`src/rtl/zsdram_port_arbiter.sv`:
```
// Two-port round-robin arbiter in front of the ZSDRAM base controller (iCall/oDone, one word per grant).
// Optional watchdog: define ZSDRAM_ARB_WDOG_EN to abort a WAIT that lasts TMO_CYC cycles and set sticky err.
module zsdram_port_arbiter #(
    parameter int ADDR_W  = 24,
    parameter int DATA_W  = 16,
    parameter int TMO_CYC = 4096
) (
    input  logic              clk,
    input  logic              rst,
    input  logic              req0,
    input  logic              req1,
    input  logic              we0,
    input  logic              we1,
    input  logic [ADDR_W-1:0] addr0,
    input  logic [ADDR_W-1:0] addr1,
    input  logic [DATA_W-1:0] wdata0,
    input  logic [DATA_W-1:0] wdata1,
    output logic              ack0,
    output logic              ack1,
    output logic [DATA_W-1:0] rdata0,
    output logic [DATA_W-1:0] rdata1,
    output logic [1:0]        oCall,
    output logic [ADDR_W-1:0] oAddr,
    output logic [DATA_W-1:0] oData,
    input  logic [1:0]        iDone,
    input  logic [DATA_W-1:0] iData,
    output logic              err
);

    typedef enum logic [1:0] {ST_IDLE = 2'd0, ST_WAIT = 2'd1, ST_GAP = 2'd2} state_t;

    state_t            r_state;
    state_t            w_state_nxt;
    logic              r_last, r_gnt, r_op;
    logic [1:0]        r_call;
    logic [ADDR_W-1:0] r_addr;
    logic [DATA_W-1:0] r_data;
    logic              r_ack0, r_ack1, r_err;
    logic [DATA_W-1:0] r_rdata0, r_rdata1;

    logic              w_any, w_sel, w_sel_we, w_done, w_tmo;
    logic              w_last_nxt, w_gnt_nxt, w_op_nxt;
    logic [1:0]        w_call_nxt;
    logic [ADDR_W-1:0] w_addr_nxt;
    logic [DATA_W-1:0] w_data_nxt;
    logic              w_ack0_nxt, w_ack1_nxt, w_err_nxt;
    logic [DATA_W-1:0] w_rdata0_nxt, w_rdata1_nxt;

    assign w_any    = req0 | req1;
    // On a tie the port that did not win last time is served.
    assign w_sel    = (req0 & req1) ? ~r_last : req1;
    assign w_sel_we = w_sel ? we1 : we0;
    assign w_done   = iDone[r_op];

`ifdef ZSDRAM_ARB_WDOG_EN
    localparam int TMO_W = $clog2(TMO_CYC + 1);
    logic [TMO_W-1:0] r_tmo_cnt;

    // Watchdog counter: counts WAIT cycles, cleared in every other state.
    always_ff @(posedge clk or posedge rst) begin
        if (rst) begin
            r_tmo_cnt <= {TMO_W{1'b0}};
        end else if (r_state == ST_WAIT) begin
            r_tmo_cnt <= r_tmo_cnt + {{(TMO_W-1){1'b0}}, 1'b1};
        end else begin
            r_tmo_cnt <= {TMO_W{1'b0}};
        end
    end

    assign w_tmo = (r_state == ST_WAIT) && (r_tmo_cnt == TMO_W'(TMO_CYC - 1));
`else
    assign w_tmo = 1'b0;
`endif

    // State register.
    always_ff @(posedge clk or posedge rst) begin
        if (rst) begin
            r_state <= ST_IDLE;
        end else begin
            r_state <= w_state_nxt;
        end
    end

    // Next-state logic; completion takes priority over a same-cycle timeout.
    always_comb begin
        w_state_nxt = r_state;
        case (r_state)
            ST_IDLE: w_state_nxt = w_any ? ST_WAIT : ST_IDLE;
            ST_WAIT: w_state_nxt = (w_done || w_tmo) ? ST_GAP : ST_WAIT;
            ST_GAP:  w_state_nxt = ST_IDLE;
            default: w_state_nxt = ST_IDLE;
        endcase
    end

    // Output logic: next values of the registered outputs and grant bookkeeping.
    always_comb begin
        w_last_nxt   = r_last;
        w_gnt_nxt    = r_gnt;
        w_op_nxt     = r_op;
        w_call_nxt   = r_call;
        w_addr_nxt   = r_addr;
        w_data_nxt   = r_data;
        w_ack0_nxt   = 1'b0;
        w_ack1_nxt   = 1'b0;
        w_rdata0_nxt = r_rdata0;
        w_rdata1_nxt = r_rdata1;
        w_err_nxt    = r_err;
        case (r_state)
            ST_IDLE: begin
                if (w_any) begin
                    w_gnt_nxt  = w_sel;
                    w_op_nxt   = w_sel_we;
                    w_call_nxt = w_sel_we ? 2'b10 : 2'b01;
                    w_addr_nxt = w_sel ? addr1 : addr0;
                    w_data_nxt = w_sel ? wdata1 : wdata0;
                end else begin
                    w_call_nxt = 2'b00;
                end
            end
            ST_WAIT: begin
                if (w_done) begin
                    w_call_nxt = 2'b00;
                    w_last_nxt = r_gnt;
                    w_ack0_nxt = ~r_gnt;
                    w_ack1_nxt = r_gnt;
                    if (!r_op && !r_gnt) begin
                        w_rdata0_nxt = iData;
                    end else if (!r_op && r_gnt) begin
                        w_rdata1_nxt = iData;
                    end else begin
                        w_rdata0_nxt = r_rdata0;
                    end
                end else if (w_tmo) begin
                    w_call_nxt = 2'b00;
                    w_last_nxt = r_gnt;
                    w_err_nxt  = 1'b1;
                end else begin
                    w_call_nxt = r_call;
                end
            end
            ST_GAP:  w_call_nxt = 2'b00;
            default: w_call_nxt = 2'b00;
        endcase
    end

    // Output and grant registers.
    always_ff @(posedge clk or posedge rst) begin
        if (rst) begin
            r_last   <= 1'b1;
            r_gnt    <= 1'b0;
            r_op     <= 1'b0;
            r_call   <= 2'b00;
            r_addr   <= {ADDR_W{1'b0}};
            r_data   <= {DATA_W{1'b0}};
            r_ack0   <= 1'b0;
            r_ack1   <= 1'b0;
            r_rdata0 <= {DATA_W{1'b0}};
            r_rdata1 <= {DATA_W{1'b0}};
            r_err    <= 1'b0;
        end else begin
            r_last   <= w_last_nxt;
            r_gnt    <= w_gnt_nxt;
            r_op     <= w_op_nxt;
            r_call   <= w_call_nxt;
            r_addr   <= w_addr_nxt;
            r_data   <= w_data_nxt;
            r_ack0   <= w_ack0_nxt;
            r_ack1   <= w_ack1_nxt;
            r_rdata0 <= w_rdata0_nxt;
            r_rdata1 <= w_rdata1_nxt;
            r_err    <= w_err_nxt;
        end
    end

    assign oCall  = r_call;
    assign oAddr  = r_addr;
    assign oData  = r_data;
    assign ack0   = r_ack0;
    assign ack1   = r_ack1;
    assign rdata0 = r_rdata0;
    assign rdata1 = r_rdata1;
    assign err    = r_err;

endmodule

```
`config.mk`:
```
export PLATFORM = sky130hd
export DESIGN_NAME = zsdram_port_arbiter
export DESIGN_NICKNAME = d
export VERILOG_FILES = /design/src/rtl/zsdram_port_arbiter.sv
export SDC_FILE = /design/constraint.sdc
export NUM_CORES = 1
export LEC_CHECK = 0
export BUFFER_PORTS_ARGS = -buffer_cell sky130_fd_sc_hd__buf_2
export CORE_AREA = 4 4 104 106
export CTS_CLUSTER_SIZE = 8
export DETAILED_ROUTE_END_ITERATION = 6
export DIE_AREA = 0 0 108 110
export PLACE_DENSITY = 0.76
export SETUP_SLACK_MARGIN = 0.1
export SLEW_MARGIN = 40
export SYNTH_ARGS = -nofsm -noshare
export SYNTH_HDL_FRONTEND = slang
export SYNTH_SLANG_ARGS = --single-unit
```
`constraint.sdc`:
```
create_clock -name clk -period 2.8 [get_ports clk]
set_input_delay 0.56 -clock clk [delete_from_list [all_inputs] [get_ports clk]]
set_output_delay 0.56 -clock clk [all_outputs]
set_load 0.1 [all_outputs]
```
# == After elaboration in Yosys (flattened, before gate mapping) ==
# Index checks and enable logic that the tools add are counted.
# totals
regBits,81
in_bits,104
out_inout_bits,77
elab_cells,45
# classes
magnitude_cmp,1
eq_ne,2
mux,17
bitwise_logic,5
n_reduce_logical,9
# ops
operator,count
24-bit two-way mux,1
16-bit two-way mux,1
1-bit two-way mux,9
2-bit two-way mux,4
2-bit one-hot mux with 2 select lines,2
2-bit AND reduction,2
4-bit AND reduction,1
1-bit inverter,3
3-bit AND reduction,1
2-bit by 1-bit equality test with 1-bit output (second input constant),1
1-bit logical AND,2
1-bit logical NOT,2
2-bit logical NOT,1
1-bit by 2-bit less-than comparator with 1-bit output (second input constant),1
2-bit inequality test (second input constant),1
1-bit AND,1
1-bit OR,1

# == Logic depth before layout (Yosys ltp) ==
# Gate-level depths: netlist of run 1.
# logic_depth
word_depth,6
mapped_depth,5
mapped_depth_nobuf,3

# == Worst setup path before layout of run 1 ==
# OpenSTA, ideal clock, no wires.
# synth_timing
kind,input to register
start,input port req1
end,register r_addr[0] (netlist: oAddr[0])
setup_ns,0.126
arrival_ns,1.558
setup_slack_ns,1.115
stages,5
cell_sequence,a21bo_1 buf_6 buf_8 mux2_4 mux2_4
# synth_between
elab_chain_cells,3
elab_cells_between_ends,5
cone_classes,mux: 2; bitwise: 2; reduce/logical: 1
# synth_rtl
element,line_no,rtl
"start, declared",11,"input logic req1,"
1-bit AND,51,assign w_sel = (req0 & req1) ? ~r_last : req1;
1-bit two-way mux,51,
24-bit two-way mux,114,w_addr_nxt = w_sel ? addr1 : addr0;
"end signal, assigned",153,r_addr <= {ADDR_W{1'b0}};
"end signal, assigned",165,r_addr <= w_addr_nxt;
"end, declared",36,logic [ADDR_W-1:0] r_addr;
# Parallel ways exist; a longest one is shown, timed or not.
# A chain may end at the register's enable or synchronous reset.

# == Final worst setup path of run 1 ==
# layout_timing
start,register r_state[1]
end,register r_addr[21] (netlist: oAddr[21])
# layout_between
elab_chain_cells,2
# layout_rtl
element,line_no,rtl
"start, declared",32,state_t r_state;
"start signal, assigned",80,r_state <= w_state_nxt;
2-bit logical NOT,108,case (r_state)
2-bit AND reduction (no line),n/a,
# Every way passes these cells.

==> impl_summary.txt, run 1 <==
----------------------------------------------------
[Outcome]
  Status ... completed

[STA]
  Clock Skew ... 0.0109 ns
  Sum Neg Setup Slack ... 0 ns
  RSZ-0062 raised after global routing ... no
  Worst slew slack as a fraction of its limit ... 50.1%
  Portion of the clock cycle consumed by the worst path in the final layout ... between 60 and 70%
  Final-report max-slew violation count ... 0
  Final hold viol count ... 0
  Final critical-path required period ... about 1.9 ns
  Top achievable clock speed ... between 500 and 600 MHz
  Tightest Pin Transition ... 0.749 ns
  Setup-violating endpoint count in the final report ... 0

[Floorplanning]
  Die ar. ... 0.0119 mm²
  Row count ... 36
  Starting density of the core ... 39.7%
  Number of I/O pins ... ~180
  Die boundary height ... about 110 µm
  Die X-Extent ... 108 µm
  Core outline area ... between 0.009 and 0.01 mm²

[Worst setup path]
  Arrival time of the worst setup path ... between 2 and 2.5 ns
  Worst r2r path cells ... 4
  Critical Path Source Type ... flop
  Start-to-end type of the worst setup path ... reg -> reg
  Kind of end point of the critical path ... flop
  End of the worst register-to-register path ... oAddr[21]
  Critical register-to-register path startpoint ... r_state[1]
  Top fanout value on the critical path ... 24
  Endpoint required time on the critical path ... 3.02 ns
  R2r setup slk ... 0.87 ns

[Yosys]
  Number of distinct library cell variants in the gate-level netlist after synthesis ... 24
  Synthesized net count ... 336
  Post-synth EDFFs ... 0
  Syn_area_per_cell ... around 17 µm²
  Primary flip-flop cell chosen by synthesis mapping ... sky130_fd_sc_hd__dfrtp_1
  Yosys warnings ... 0
  Cell count after synthesis ... 232
  Share of flip-flops with an asynchronous set or reset ... 100%
  Proportion of synthesized chip area in sequential cells ... a little over half
  Synthesized flop and latch total ... roughly 80
  Netlist area before placement ... approximately 0.0039 mm²

[Drt]
  Antenna Violating Nets Remaining ... 0
  Pre-antenna DRT Iters ... 4
  Drt total wl ... 8.31 mm
  Vias ... approximately 2.5k
  DRC violation total after the first TritonRoute iteration ... between 70 and 80
  Ratio of routed vias to standard cells ... around 4.6
  Post-DR wirelength/cell ... roughly 15 µm
  Remaining DRCs ... 0

[Place]
  Post-DP HPWL ... around 6.4 mm
  Final GP Congestion ... between 0.6 and 0.7
  Count of input and output buffers ... about 180
  Cell area reported after detailed placement ... around 0.0049 mm²
  Placed Instances ... approximately 530

[CTS]
  Count of hold buffers inserted by post-cts repair ... 0
  Clock tree sinks ... 81
  CTS clk-pin slew, worst paths ... 0.10 ns
  # H-tree levels ... 3
  Number of clock buffers inserted by TritonCTS ... 9
  Post-CTS setup-driven buffer insertion count ... 0
  TritonCTS clock tree ... built
  Post-CTS resize count ... 0
  CTS max path bufs ... 2
  Clock root buffer ... sky130_fd_sc_hd__clkbuf_8
  Clock insertion delay at the later pin of the skew report ... 0.35 ns

[Hold path]
  Hold crit path type ... in -> async

[Job]
  Max-cap violations ... 0

[GRT]
  Vias in the first global route ... 2653
  First-pass GRT wire length ... 12.8 mm
  GRT Total Usage ... 13.8%
  Antenna violations before repair ... 0
  Gr ovfl total ... 0
  Largest net degree at the start of global routing ... 51

[Finish]
  Share of post-route cells with drive strength above 1 ... 76.3%
  Number of nets in the finished design ... approximately 520
  Final core utilization ... between 50% and 60%
  Post-route standard cell area excluding fillers ... 0.00506 mm²
  Total inserted antenna cells ... 0
  Layout area overhead ... 30.6%
  Non-filler cells, final ... 550

----------------------------------------------------
registers in the layout, summed over array words and instances (netlist names), 2 cells and up:
register and count:
oAddr 24, oCall 2, oData 16, r_state 2
rdata0 16, rdata1 16
metrics by stage:
stage / worst slack, ns / hold WS, ns
2_1_floorplan: 0.162 / 0.469
3_3_place_gp: 0.749 / 0.482
3_5_place_dp: 0.720 / 0.488
4_1_cts: 0.840 / 0.232
5_1_grt: 0.763 / 0.262
6_report: 0.872 / 0.243
Yosys cell counts (2+ instances only):
cell	number	area (µm²)
sky130_fd_sc_hd__dfrtp_1	80	2000
sky130_fd_sc_hd__mux2_4	75	1130
sky130_fd_sc_hd__mux2_2	38	428
sky130_fd_sc_hd__buf_4	6	45.0
sky130_fd_sc_hd__mux2i_1	4	40.0
sky130_fd_sc_hd__buf_2	3	15.0
sky130_fd_sc_hd__buf_8	3	45.0
sky130_fd_sc_hd__inv_1	3	11.3
sky130_fd_sc_hd__nand2_1	2	7.51
sky130_fd_sc_hd__nor2_1	2	7.51
sky130_fd_sc_hd__nor3_1	2	10.0
sky130_fd_sc_hd__o21ai_0	2	10.0
routing by layer:
layer | track usage, % | share of wire (%)
met2 | 23.4 | 49
met5 | 0 | 0
met3 | 3.03 | 7.3
met4 | 5.14 | 1.2
met1 | 17.3 | 43
critical path: stages (launching register included):
cell                      delay (ns)
sky130_fd_sc_hd__dfrtp_1        0.41
sky130_fd_sc_hd__nor2_1         0.14
sky130_fd_sc_hd__o21a_2         0.60
sky130_fd_sc_hd__buf_12         0.29
sky130_fd_sc_hd__mux2_2         0.35
worst max-delay path by stage:
stage | startpoint | end | slack, ns | cells after the start
floorplan | rst | ack0 | 0.16 | 1
global placement | req1 | oAddr[20] | 0.75 | 4
detailed placement | req1 | oAddr[21] | 0.72 | 4
CTS | r_state[1] | oAddr[21] | 0.84 | 4
global route | r_state[1] | oAddr[21] | 0.76 | 4
finish | r_state[1] | oAddr[21] | 0.87 | 4
cells in the final DEF, fill, tap and decap left out:
cell type,count
sky130_fd_sc_hd__dfrtp_1,80
sky130_fd_sc_hd__clkbuf_8,9
sky130_fd_sc_hd__o21ai_0,2
sky130_fd_sc_hd__and4_1,1
sky130_fd_sc_hd__mux2_2,38
sky130_fd_sc_hd__nor3_1,2
sky130_fd_sc_hd__nor2_1,2
sky130_fd_sc_hd__a32o_1,1
sky130_fd_sc_hd__inv_6,2
sky130_fd_sc_hd__a21bo_2,1
sky130_fd_sc_hd__conb_1,1
sky130_fd_sc_hd__buf_2,179
sky130_fd_sc_hd__dfstp_2,1
sky130_fd_sc_hd__nand3_1,1
sky130_fd_sc_hd__nand4_2,1
sky130_fd_sc_hd__buf_12,2
sky130_fd_sc_hd__mux2_4,75
sky130_fd_sc_hd__nand2b_1,1
sky130_fd_sc_hd__bufinv_16,1
sky130_fd_sc_hd__o21a_2,1
sky130_fd_sc_hd__clkinv_4,2
sky130_fd_sc_hd__buf_4,2
sky130_fd_sc_hd__clkinv_2,2
sky130_fd_sc_hd__mux2i_1,4
sky130_fd_sc_hd__clkinvlp_4,1
sky130_fd_sc_hd__inv_1,2
sky130_fd_sc_hd__nand2_1,2
sky130_fd_sc_hd__nor2b_2,1
cell type report:
cell class	instances	area, µm²
fill	883	4710
sequential	81	2030
multi-input combinational	134	1700
timing repair buffer	183	951
tap	133	166
clock buffer	9	124
clock inverter	7	77.6
inverter	3	12.5
logic make-up (layout without fill, tap and decap cells):
| logic type | after synthesis | count (layout) | share of synthesized area (%) |
|---|---|---|---|
| buf+inv | 17 | 202 | 3.81 |
| flops | 81 | 81 | 52.3 |
| simple gates | 11 | 11 | 1.71 |
| mux | 117 | 117 | 41.1 |
| compound gates | 5 | 5 | 0.968 |
| other cells | 1 | 1 | 0.0967 |
Power of run 1 is left out: the tool's default activity adds up to more than one toggle a clock period on the data nets, which glitch-free logic cannot reach.
==> run 2, diff against run 1 <==
--- a/config.mk
+++ b/config.mk
@@ -10,7 +10,7 @@
 export CTS_CLUSTER_SIZE = 8
 export DETAILED_ROUTE_END_ITERATION = 6
 export DIE_AREA = 0 0 108 110
-export PLACE_DENSITY = 0.76
+export PLACE_DENSITY = 0.79
 export SETUP_SLACK_MARGIN = 0.1
 export SLEW_MARGIN = 40
 export SYNTH_ARGS = -nofsm -noshare
==> constraint.sdc (replaced) <==
create_clock -name clk -period 1.6 [get_ports clk]
set_input_delay 0.32 -clock clk [delete_from_list [all_inputs] [get_ports clk]]
set_output_delay 0.32 -clock clk [all_outputs]
set_load 0.1 [all_outputs]
==> impl_summary.txt, run 2 (synthesis results as in run 1) <==
----------------------------------------------------
[Finish]
  # fillers ... 819 (was 883)
  Total inserted antenna cells ... 0 (unchanged)
  Post-route standard cell area excluding fillers ... 0.00538 mm² (was 0.00506 mm²)
  Largest register FFs ... 24 (unchanged)
  Layout area overhead ... 38.9% (was 30.6%)
  Most frequent cells in the layout ... sky130_fd_sc_hd__buf_2 (148), sky130_fd_sc_hd__mux2_4 (80), sky130_fd_sc_hd__dfrtp_1 (80), sky130_fd_sc_hd__mux2_2 (33), sky130_fd_sc_hd__clkbuf_4 (28) (was sky130_fd_sc_hd__buf_2 (179), sky130_fd_sc_hd__dfrtp_1 (80), sky130_fd_sc_hd__mux2_4 (75), sky130_fd_sc_hd__mux2_2 (38), sky130_fd_sc_hd__clkbuf_8 (9))
  Area used by multi-input combinational logic ... 0.00175 mm² (was 0.00170 mm²)
  Number of nets in the finished design ... 530 (was 516)
  Share of post-route cells with drive strength above 1 ... 76.8% (was 76.3%)
  Most common cell after layout, fill and taps aside ... sky130_fd_sc_hd__buf_2 (unchanged)
  Sequential cell area in the final layout ... 0.00203 mm² (unchanged)

[STA]
  Worst hold margin ... 0.224 ns (was 0.243 ns)
  Final-report max-slew violation count ... 0 (unchanged)
  RSZ-0062 raised after global routing ... yes (was no)
  Setup-violating endpoint count in the final report ... 20 (was 0)
  Top achievable clock speed ... 615 MHz (was 519 MHz)
  Final hold viol count ... 0 (unchanged)
  Final critical-path required period ... 1.63 ns (was 1.93 ns)
  Smallest setup slack after layout ... -0.0255 ns (was 0.872 ns)
  Portion of the clock cycle consumed by the worst path in the final layout ... 102% (was 68.8%)
  Clock Skew ... 0.00855 ns (was 0.0109 ns)

[GRT]
  Vias in the first global route ... 2777 (was 2653)
  Gr ovfl total ... 0 (unchanged)
  Antenna violations before repair ... 0 (unchanged)
  GRT Total Usage ... 14.8% (was 13.8%)
  First-pass GRT wire length ... 13.6 mm (was 12.8 mm)
  Largest net degree at the start of global routing ... 29 (was 51)

[Outcome]
  Violations in the final reports ... setup timing
  Status ... finished with violations (was completed)

[CTS]
  CTS max path bufs ... 2 (unchanged)
  # H-tree levels ... 3 (unchanged)
  Number of clock buffers inserted by TritonCTS ... 9 (unchanged)
  Clock root buffer ... sky130_fd_sc_hd__clkbuf_8 (unchanged)
  Clock insertion delay at the later pin of the skew report ... 0.34 ns (was 0.35 ns)
  CTS clk-pin slew, worst paths ... 0.08 ns (was 0.10 ns)
  TritonCTS clock tree ... built (unchanged)
  Clock tree sinks ... 81 (unchanged)

[Place]
  Post-DP HPWL ... 6.59 mm (was 6.39 mm)
  Final GP Congestion ... 0.685 (was 0.673)
  Count of input and output buffers ... 179 (unchanged)
  Cell area reported after detailed placement ... 0.00499 mm² (was 0.00486 mm²)

[Worst setup path]
  Crit path largest cell delay ... 0.55 ns (was 0.60 ns)
  Kind of cell with the highest combined delay on the critical path ... multiplexers (was compound AO/OA/AOI/OAI gates)
  Series of cell instances along the critical path ... a21bo_4 > buf_12 > mux2_4 > mux2_4 (was nor2_1 > o21a_2 > buf_12 > mux2_2)
  Critical Path Source Type ... flop (unchanged)
  Sum of buffers and inverters on the critical path ... 1 (unchanged)
  Cell mode on critical path ... sky130_fd_sc_hd__mux2_4
  Arrival time of the worst setup path ... 1.84 ns (was 2.15 ns)
  Highest-delay cell along the critical path ... sky130_fd_sc_hd__dfstp_2 (was sky130_fd_sc_hd__o21a_2)
  Endpoint required time on the critical path ... 1.82 ns (was 3.02 ns)
  Start-to-end type of the worst setup path ... reg -> reg (unchanged)
  Top fanout value on the critical path ... 11 (was 24)
  Kind of end point of the critical path ... flop (unchanged)

[Floorplanning]
  Number of I/O pins ... 181 (unchanged)
  Die ar. ... 0.0119 mm² (unchanged)
  Starting density of the core ... 39.7% (unchanged)
  Core outline area ... 0.00977 mm² (unchanged)
  Die boundary height ... 110 µm (unchanged)
  Die X-Extent ... 108 µm (unchanged)
  Row count ... 36 (unchanged)

[Drt]
  Pre-antenna DRT Iters ... 4 (unchanged)
  Post-DR wirelength/cell ... 15.5 µm (was 15.1 µm)
  Remaining DRCs ... 0 (unchanged)
  DRC violation total after the first TritonRoute iteration ... 54 (was 75)
  Ratio of routed vias to standard cells ... 4.64 (was 4.60)
  Antenna Violating Nets Remaining ... 0 (unchanged)
  Vias ... 2615 (was 2530)
  Drt total wl ... 8.72 mm (was 8.31 mm)

[Hold path]
  Hold crit path type ... in -> reg (was in -> async)

[Job]
  Max-cap violations ... 0 (unchanged)

----------------------------------------------------
[run 2: what timing repair did]
action,in CTS,in global routing
endpoints found under the hold margin,11,0
gates resized for setup,16,30
pin swaps,0,2
hold buffers,1,0
setup buffers,0,3
setup endpoints to repair,62,83
gates cloned,1,1
[run 2: area by class of cell]
| cell class | count | area share, % |
|---|---|---|
| sequential | 81 | 37.7 |
| multi-input combinational | 134 | 32.5 |
| timing repair buffer | 197 | 23.3 |
| tap | 133 | 3.09 |
| clock buffer | 12 | 2.70 |
| clock inverter | 4 | 0.535 |
| inverter | 3 | 0.279 |
[run 2: worst paths after layout]
kind	from	cells past startpoint	end	slack, ns
min	iData[12]	2	rdata1[12]	0.22
max reg2reg	r_last	4	oAddr[7]	-0.03
max in group asynchronous	rst	4	rdata1[8]	0.61
min in group asynchronous	rst	3	r_state[1]	0.54
min reg2reg	rdata1[4]	1	rdata1[4]	0.50
max	r_last	4	oAddr[7]	-0.03
[run 2: metal layers]
metal  wire [µm]  track usage [%]
met4         151             6.13
met2        4410             25.3
met1        3490             18.2
met3         663             3.49
met5           0                0
[run 2: metrics by stage]
stage | setup slack [ns] | std cells | utilization (%) | setup TNS [ns]
after CTS | -0.0391 | 560 | 53.8 | -0.539
final | -0.0255 | 564 | 55.1 | -0.279
after global routing | -0.0675 | 564 | 55.1 | -1.43
after detailed placement | -0.0634 | 542 | 51.0 | -0.823
after floorplan | 0.0361 | 232 | - | 0
after global placement | -0.0186 | 542 | 51.0 | -0.151
Power of run 2 is left out for the same reason.
